[config.mk]
export PLATFORM = sky130hd
export DESIGN_NAME = sens_stim_gen
export DESIGN_NICKNAME = d
export VERILOG_FILES = /design/src/rtl/sens_stim_gen.sv
export SDC_FILE = /design/constraint.sdc
export NUM_CORES = 1
export LEC_CHECK = 0
export BUFFER_PORTS_ARGS = -buffer_cell sky130_fd_sc_hd__clkbuf_2
export CORE_MARGIN = 5
export CORE_UTILIZATION = 40
export DETAILED_ROUTE_END_ITERATION = 8
export GPL_TIMING_DRIVEN = 0
export REMOVE_ABC_BUFFERS = 1
export SLEW_MARGIN = 30
export SYNTH_ARGS = -nofsm -noshare
export SYNTH_HDL_FRONTEND = slang
export SYNTH_SLANG_ARGS = --single-unit
[constraint.sdc]
create_clock -name clk -period 2.57 [get_ports clk]
set_input_delay 0.3855 -clock clk [delete_from_list [all_inputs] [get_ports clk]]
set_output_delay 0.3855 -clock clk [all_outputs]
set_load 0.1 [all_outputs]
[src/rtl/sens_stim_gen.sv]
// Multi-channel sensor-sample generator: drives data/valid with const, ramp, LFSR or channel-tagged sequences.
// Define STIM_CHECKSUM_EN to add chk_o, a running sum of accepted samples.
module sens_stim_gen #(
  parameter int                DWIDTH     = 8,
  parameter int                NCH        = 4,
  parameter int                GAPW       = 16,
  parameter int                VAL_CYCLES = 3,
  parameter logic [DWIDTH-1:0] LFSR_TAPS  = 8'hB8
) (
  input  logic                    clk,
  input  logic                    rst,
  input  logic                    start_i,
  input  logic                    stop_i,
  input  logic [1:0]              mode_i,
  input  logic [DWIDTH-1:0]       seed_i,
  input  logic [GAPW-1:0]         gap_i,
  input  logic [15:0]             count_i,
  input  logic                    sens_ready_i,
  output logic [DWIDTH-1:0]       sens_data_o,
  output logic                    sens_val_o,
  output logic [$clog2(NCH)-1:0]  sens_ch_o,
  output logic                    busy_o,
  output logic                    done_o
`ifdef STIM_CHECKSUM_EN
  ,
  output logic [DWIDTH-1:0]       chk_o
`endif
);

  localparam int CHW = $clog2(NCH);
  localparam int HW  = (VAL_CYCLES > 1) ? $clog2(VAL_CYCLES) : 1;
  localparam logic [HW-1:0]  HOLD_LAST = HW'(VAL_CYCLES - 1);
  localparam logic [CHW-1:0] CH_LAST   = CHW'(NCH - 1);

  typedef enum logic [1:0] {S_IDLE, S_DRIVE, S_GAP, S_DONE} state_t;

  state_t            state_q, state_d;
  logic [1:0]        mode_q, mode_d;
  logic [DWIDTH-1:0] seed_q, seed_d;
  logic [GAPW-1:0]   gap_q, gap_d;
  logic [15:0]       count_q, count_d;
  logic [DWIDTH-1:0] ramp_q, ramp_d;
  logic [DWIDTH-1:0] lfsr_q, lfsr_d;
  logic [CHW-1:0]    ch_q, ch_d;
  logic [HW-1:0]     hold_q, hold_d;
  logic [GAPW-1:0]   gap_cnt_q, gap_cnt_d;
  logic [15:0]       smp_q, smp_d;
  logic [15:0]       smp_inc;
  logic [DWIDTH-1:0] sample;
  logic [DWIDTH-1:0] lfsr_next;
`ifdef STIM_CHECKSUM_EN
  logic [DWIDTH-1:0] chk_q, chk_d;
`endif

  always_comb begin
    case (mode_q)
      2'd1:    sample = ramp_q;
      2'd2:    sample = lfsr_q;
      2'd3:    sample = {ch_q, ramp_q[DWIDTH-CHW-1:0]};
      default: sample = seed_q;
    endcase
  end

  assign lfsr_next = lfsr_q[0] ? ((lfsr_q >> 1) ^ LFSR_TAPS) : (lfsr_q >> 1);
  assign smp_inc   = smp_q + 16'd1;

  always_comb begin
    state_d   = state_q;
    mode_d    = mode_q;
    seed_d    = seed_q;
    gap_d     = gap_q;
    count_d   = count_q;
    ramp_d    = ramp_q;
    lfsr_d    = lfsr_q;
    ch_d      = ch_q;
    hold_d    = hold_q;
    gap_cnt_d = gap_cnt_q;
    smp_d     = smp_q;
`ifdef STIM_CHECKSUM_EN
    chk_d     = chk_q;
`endif
    case (state_q)
      S_IDLE: begin
        // stop_i beats start_i when both arrive in the same cycle
        if (start_i && !stop_i) begin
          state_d   = S_DRIVE;
          mode_d    = mode_i;
          seed_d    = seed_i;
          gap_d     = gap_i;
          count_d   = count_i;
          ramp_d    = seed_i;
          lfsr_d    = (seed_i == '0) ? DWIDTH'(1) : seed_i;
          ch_d      = '0;
          hold_d    = '0;
          gap_cnt_d = '0;
          smp_d     = '0;
`ifdef STIM_CHECKSUM_EN
          chk_d     = '0;
`endif
        end
      end
      S_DRIVE: begin
        if (stop_i) begin
          state_d = S_DONE;
        end else if (sens_ready_i) begin
          if (hold_q == HOLD_LAST) begin
            hold_d = '0;
            smp_d  = smp_inc;
            ch_d   = (ch_q == CH_LAST) ? '0 : ch_q + 1'b1;
            ramp_d = ramp_q + 1'b1;
            lfsr_d = lfsr_next;
`ifdef STIM_CHECKSUM_EN
            chk_d  = chk_q + sample;
`endif
            if (count_q != 16'd0 && smp_inc == count_q) begin
              state_d = S_DONE;
            end else if (gap_q != '0) begin
              state_d   = S_GAP;
              gap_cnt_d = '0;
            end
          end else begin
            hold_d = hold_q + 1'b1;
          end
        end
      end
      S_GAP: begin
        if (stop_i) begin
          state_d = S_DONE;
        end else if (gap_cnt_q == gap_q - GAPW'(1)) begin
          state_d   = S_DRIVE;
          gap_cnt_d = '0;
        end else begin
          gap_cnt_d = gap_cnt_q + 1'b1;
        end
      end
      S_DONE:  state_d = S_IDLE;
      default: state_d = S_IDLE;
    endcase
  end

  always_ff @(posedge clk) begin
    if (!rst) begin
      state_q   <= S_IDLE;
      mode_q    <= '0;
      seed_q    <= '0;
      gap_q     <= '0;
      count_q   <= '0;
      ramp_q    <= '0;
      lfsr_q    <= '0;
      ch_q      <= '0;
      hold_q    <= '0;
      gap_cnt_q <= '0;
      smp_q     <= '0;
    end else begin
      state_q   <= state_d;
      mode_q    <= mode_d;
      seed_q    <= seed_d;
      gap_q     <= gap_d;
      count_q   <= count_d;
      ramp_q    <= ramp_d;
      lfsr_q    <= lfsr_d;
      ch_q      <= ch_d;
      hold_q    <= hold_d;
      gap_cnt_q <= gap_cnt_d;
      smp_q     <= smp_d;
    end
  end

`ifdef STIM_CHECKSUM_EN
  always_ff @(posedge clk) begin
    if (!rst) chk_q <= '0;
    else      chk_q <= chk_d;
  end
  assign chk_o = chk_q;
`endif

  assign sens_data_o = sample;
  assign sens_ch_o   = ch_q;
  assign sens_val_o  = (state_q == S_DRIVE);
  assign busy_o      = (state_q == S_DRIVE) || (state_q == S_GAP);
  assign done_o      = (state_q == S_DONE);

endmodule

Word-level counts from Yosys, hierarchy flattened
Cells that the tools add are included.
{"block": "totals", "reg_bits": 96, "inputBits": 47, "wordCells": 99}
{"block": "classes", "addsub": 6, "n_eq_ne": 21, "mux": 45, "bitwise": 1, "n_reduce_logical": 15}
{"cell": "16-bit two-way mux", "count": 11}
{"cell": "8-bit two-way mux", "count": 10}
{"cell": "16-bit case mux with 3 select lines", "count": 1}
{"cell": "16-bit by 1-bit adder with 16-bit output, second input constant", "count": 2}
{"cell": "16-bit == test", "count": 2}
{"cell": "2-bit two-way mux", "count": 16}
{"cell": "16-bit case mux with 2 select lines", "count": 1}
{"cell": "8-bit case mux with 2 select lines", "count": 2}
{"cell": "16-bit nonzero test", "count": 2}
{"cell": "8-bit case mux with 3 select lines", "count": 1}
{"cell": "16-bit by 1-bit subtractor with 16-bit output, second input constant", "count": 1}
{"cell": "2-bit == test, second input constant", "count": 6}
{"cell": "2-bit inequality test, second input constant", "count": 5}
{"cell": "5-bit AND reduction", "count": 2}
{"cell": "8-bit by 1-bit adder with 8-bit output, second input constant", "count": 1}
{"cell": "8-bit logical NOT", "count": 1}
{"cell": "2-bit case mux with 2 select lines", "count": 2}
{"cell": "2-bit case mux with 4 select lines", "count": 1}
{"cell": "8-bit AND reduction", "count": 1}
{"cell": "3-bit inequality test, second input constant", "count": 2}
{"cell": "2-bit by 1-bit adder with 2-bit output, second input constant", "count": 2}
{"cell": "2-bit by 1-bit == test with 1-bit output, second input constant", "count": 2}
{"cell": "2-bit by 1-bit inequality test with 1-bit output, second input constant", "count": 2}
{"cell": "4-bit by 2-bit inequality test with 1-bit output, second input constant", "count": 1}
{"cell": "other kinds (10)", "count": 11}

Depth between registers and ports, before layout
{"block": "logic_depth", "word_depth": 8, "ltp_mapped": 12, "mapped_depth_nobuf": 10}

Worst setup path after synthesis
Ideal clock, no wire load.
{"block": "synth_path", "path_kind": "reg2out", "from": "register mode_q[1]", "to": "output port sens_data_o[0]", "arrival_ps": 2912, "required_ps": 2184, "setup_slack_ps": -728, "stages_incl_launch_ff": 4, "path_buffers": 1, "cell_sequence": "dfxtp_1 clkbuf_1 mux2i_1 o21ai_0"}
{"block": "synth_between", "elab_chain_len": 2, "elab_cells_between_ends": 4, "classes_between": "eq/ne (3); mux (1)"}
{"item": "start, declared", "line": "38", "text": "logic [1:0] mode_q, mode_d;"}
{"item": "start signal, assigned", "line": "156", "text": "mode_q <= mode_d;"}
{"item": "2-bit == test / 2-bit by 1-bit == test with 1-bit output (equally long branches)", "line": "56", "text": "case (mode_q)"}
{"item": "8-bit case mux with 3 select lines *", "line": "56"}
{"item": "end, declared", "line": "19", "text": "output logic [DWIDTH-1:0] sens_data_o,"}
Every way passes the cells marked *; elsewhere a longest branch is shown, timed or not.

Final worst setup path
{"block": "layout_path", "from": "register gap_q[5]", "to": "register state_q[0]"}
{"block": "layout_between", "elab_chain_len": 4, "elab_cells_between_ends": 6, "classes_between": "add/sub (1); eq/ne (3); reduce/logical (2)"}
{"item": "start, declared", "line": "40", "text": "logic [GAPW-1:0] gap_q, gap_d;"}
{"item": "start signal, assigned", "line": "158", "text": "gap_q <= gap_d;"}
{"item": "16-bit by 1-bit subtractor with 16-bit output", "line": "129", "text": "end else if (gap_cnt_q == gap_q - GAPW'(1)) begin"}
{"item": "16-bit == test", "line": "129"}
{"item": "3-bit inequality test (no source line)"}
{"item": "5-bit AND reduction (no source line) *"}
{"item": "end signal, assigned", "line": "155", "text": "state_q <= state_d;"}
{"item": "end, declared", "line": "37", "text": "state_t state_q, state_d;"}
Marks and branches as above.
A chain may end at the register's enable or synchronous reset.

==> flow_summary.toml <==
[pwr]
clkPwrFrac_pct = 22.1
p_per_area_nw_per_um2 = 823
finalPower_w = 0.00589
switching_share_pct = 42.8
p_leak_nw = 2.55
power.switching_w = 0.00252
p_comb_share_pct = 46.0
vdd_drop_max_mv = 0.383
p_int_w = 0.00337
seq_power_share_pct = 31.9

[finish]
post_route_cells_drive_above_1_share_pct = 24.2
utilization_pct = 49.6
syn2layout_area_growth_pct = 23.0
stdcell_count = 978
multiInputGateArea_um2 = 3970
post-route-cell-area_um2 = 7150
final_nets = 845
num-fill-cells = 1408
diodes = 0
seqCellArea_um2 = 1960

[logic_synthesis]
async_flop_share_pct = 0
netlist_instances = 734
synth_common_cells = "nand2_1 (125), dfxtp_1 (96), a21boi_0 (50)"
synth_top_family_by_area = "simple AND/OR/NAND/NOR gates"
synthTopCellsByArea = "dfxtp_1 (33%), nand2_1 (8.1%), a21boi_0 (6.5%), xnor2_1 (5.3%), clkbuf_1 (2.7%)"
synthXorXnorAreaFrac_pct = 7.08
synth-simple-area-share_pct = 27.9
synth_area_um2 = 5820
yosysSeqAreaShare_pct = 33.0
synthMuxAreaShare_pct = 2.15
synth_edf_count = 0
synthMostInstantiatedCell = "nand2_1"
yosysTopAreaCell = "dfxtp_1"
synth_compound_area_share_pct = 23.0
synth_top_area_share_pct = 33.0
syn_avg_cell_area_um2 = 7.92
synth_fa_ha_area_share_pct = 1.94
yosysUniqueCellTypes = 69
yosys_warnings = 0
ys.flop_type = "dfxtp_1"
synth_seq_cells = 96

[place]
port_buffers = 59
dp_hpwl_mm = 10.9
numPlacedInstances = 929
gp_congestion = 0.853
postPlaceCellArea_um2 = 6210

[die]
core_area_um2 = 14400
die_w_um = 131
die_h_um = 131
start_util_pct = 40.3
rows = 44
die_area_um2 = 17100
io_pins = 60

[global_routing]
grt_pass1_wl_mm = 26.9
grt_antenna_before_repair = 0
grt_overflow = 0
first_global_vias = 5487
grt_max_degree = 64
grt_usage_pct = 19.7

[min_path]
min_to = "gap_q[15]"
hold_depth = 3
min_from = "gap_i[15]"
hold_path.class = "primary input to register"

[sta]
period_share_pct = 106
hold_viol_final = 0
slew_viol_final = 0
tightestPinTransition_ns = 0.568
post-route-min-period_ns = 2.73
fmax_mhz = 366
finalSetupViolCount = 18
rsz0062_at_grt = "yes"
holdWs_ns = 0.257
fin_ws_ns = -0.163
slew_headroom_pct = 62.1
fin_skew_ns = 0.00898

[clock_network]
clk_pin_slew_ns = 0.07
cts_buffer_depth = 2
cts-root-buf = "clkbuf_16"
h-tree-depth = 3
clock_latency_ns = 0.35
cts_tree = "built"
cts_buffers = 9
cts.sinks = 96

[detailed_routing]
wirelength_mm = 16.6
antenna_left = 0
avgRoutedWirePerCell_um = 17.0
drt_iter0_drc = 395
drt-vias-per-instance = 5.75
via_count = 5620
drc_errors = 0
dr.pass1.iters = 7

[flow_run]
drv_cap = 0

[critical_path]
cp_max_fo = 4
regToRegSetupSlack_ns = -0.16
critPathLaunchType = "register"
r2r_end = "state_q[0]"
endpoint_kind = "register"
critPathRequiredTime_ns = 2.81
crit_chain = "buf_6, or4_4, o31ai_4, o2111a_1, o2111ai_2, a2111oi_4, o21ai_2, or3_1, a32o_1"
cp_slowest_cell = "or4_4"
reg2reg_depth = 9
cp_num_buf_inv = 1
critical_path.top_delay_family = "compound AO/OA/AOI/OAI gates"
worstSetupPathType = "register to register"
arrival_ns = 2.97
rr_startpoint = "gap_q[5]"
cpPeakStageDelay_ns = 0.55

[outcome]
failed_checks = "negative setup slack"
outcome = "finished, violations left"
## per-layer routing
layer  routed length, µm  share of wire, %  global-route usage (%)  up-vias
met5                   0                 0                       0        -
met4                 436               2.6                    8.65        0
met3                 855               5.1                    3.33       32
met2                7730                46                    31.8      175
met1                7620                46                    25.9     2656
li1                    -                 -                       -     2757
## power groups by stage
stage               Clock (W)  Sequential [W]  Combinational (W)
global placement            0         0.00189            0.00205
finish                0.00130         0.00188            0.00271
CTS                   0.00133         0.00187            0.00255
global route          0.00138         0.00190            0.00293
floorplan                   0         0.00185            0.00157
detailed placement          0         0.00190            0.00215
## flip-flops by register name, indices dropped and copies added, names as in the netlist
register and count:
count_q 16, seed_q 8, sens_ch_o 2, state_q 2, gap_cnt_q 16, ramp_q 8, smp_q 16, gap_q 16
mode_q 2, lfsr_q 8, hold_q 2
## layout make-up
type                            instances  area share [%]
Clock inverter                          3           0.210
Timing Repair Buffer                   93            8.83
Inverter                               16            1.01
Sequential cell                        96            27.4
Clock buffer                           13            3.78
Tap cell                              184            3.22
Multi-Input combinational cell        573            55.6
## logic make-up after synthesis
family,count (synthesis)
muxes,10
adders and majority gates,9
AOI/OAI and AO/OA,192
and+or+nand+nor,312
buffers and inverters,68
xor gates and xnor gates,47
DFF,96
## worst max-delay path by stage
stage / startpoint / to / slack [ns] / cells after the start
after global routing: gap_q[5] / state_q[0] / -0.30 / 9
after global placement: state_q[1] / smp_q[6] / -2.39 / 10
after CTS: gap_q[5] / state_q[0] / -0.20 / 8
after detailed placement: state_q[1] / smp_q[6] / -1.60 / 11
final: gap_q[5] / state_q[0] / -0.16 / 9
after floorplan: state_q[1] / smp_q[6] / -1.75 / 10
## repair_timing
action,CTS,global route
cloned,2,1
endpoints found under the setup margin,54,34
hold buffers,0,0
pin swaps,17,14
setup buffers,23,7
resized for setup,73,26
## metrics by stage
| step | setup slack (ns) | TNS [ns] |
|---|---|---|
| CTS | -0.196 | -1.62 |
| detailed placement | -1.60 | -68.75 |
| floorplan | -1.75 | -86.36 |
| global placement | -2.39 | -104.40 |
| global route | -0.303 | -4.59 |
| finish | -0.163 | -1.95 |
## layout by cell type (no fill, tap or decap), types with 4 or more instances in the layout
cell type,count
o22ai_1,8
and3_1,15
o31ai_1,6
dfxtp_4,7
or4_1,7
buf_6,7
a211oi_1,4
or3_1,6
xnor2_1,33
buf_4,23
nand2_1,121
clkbuf_16,9
clkbuf_2,58
dfxtp_2,9
nor2_1,17
o21a_1,9
nor3b_1,5
mux2i_1,7
and2_1,9
nand4_1,15
o21ai_0,27
nor3_1,19
ha_1,6
nor2b_1,24
nand3b_1,4
o21ai_1,5
dfxtp_1,80
nand2b_1,5
a21boi_0,50
nor4_1,5
inv_1,15
nand3_1,21
a31oi_1,10
nor4_4,4
xor2_1,11
o211ai_1,5
a21oi_2,8
a21oi_1,23
## worst register-to-register path, cell delays in order, from the launching register on
cell and delay [ns]:
dfxtp_4 0.35, buf_6 0.11, or4_4 0.55, o31ai_4 0.18
o2111a_1 0.24, o2111ai_2 0.12, a2111oi_4 0.38, o21ai_2 0.12
or3_1 0.35, a32o_1 0.22
No activity file was read; power rests on OpenSTA's default activity.
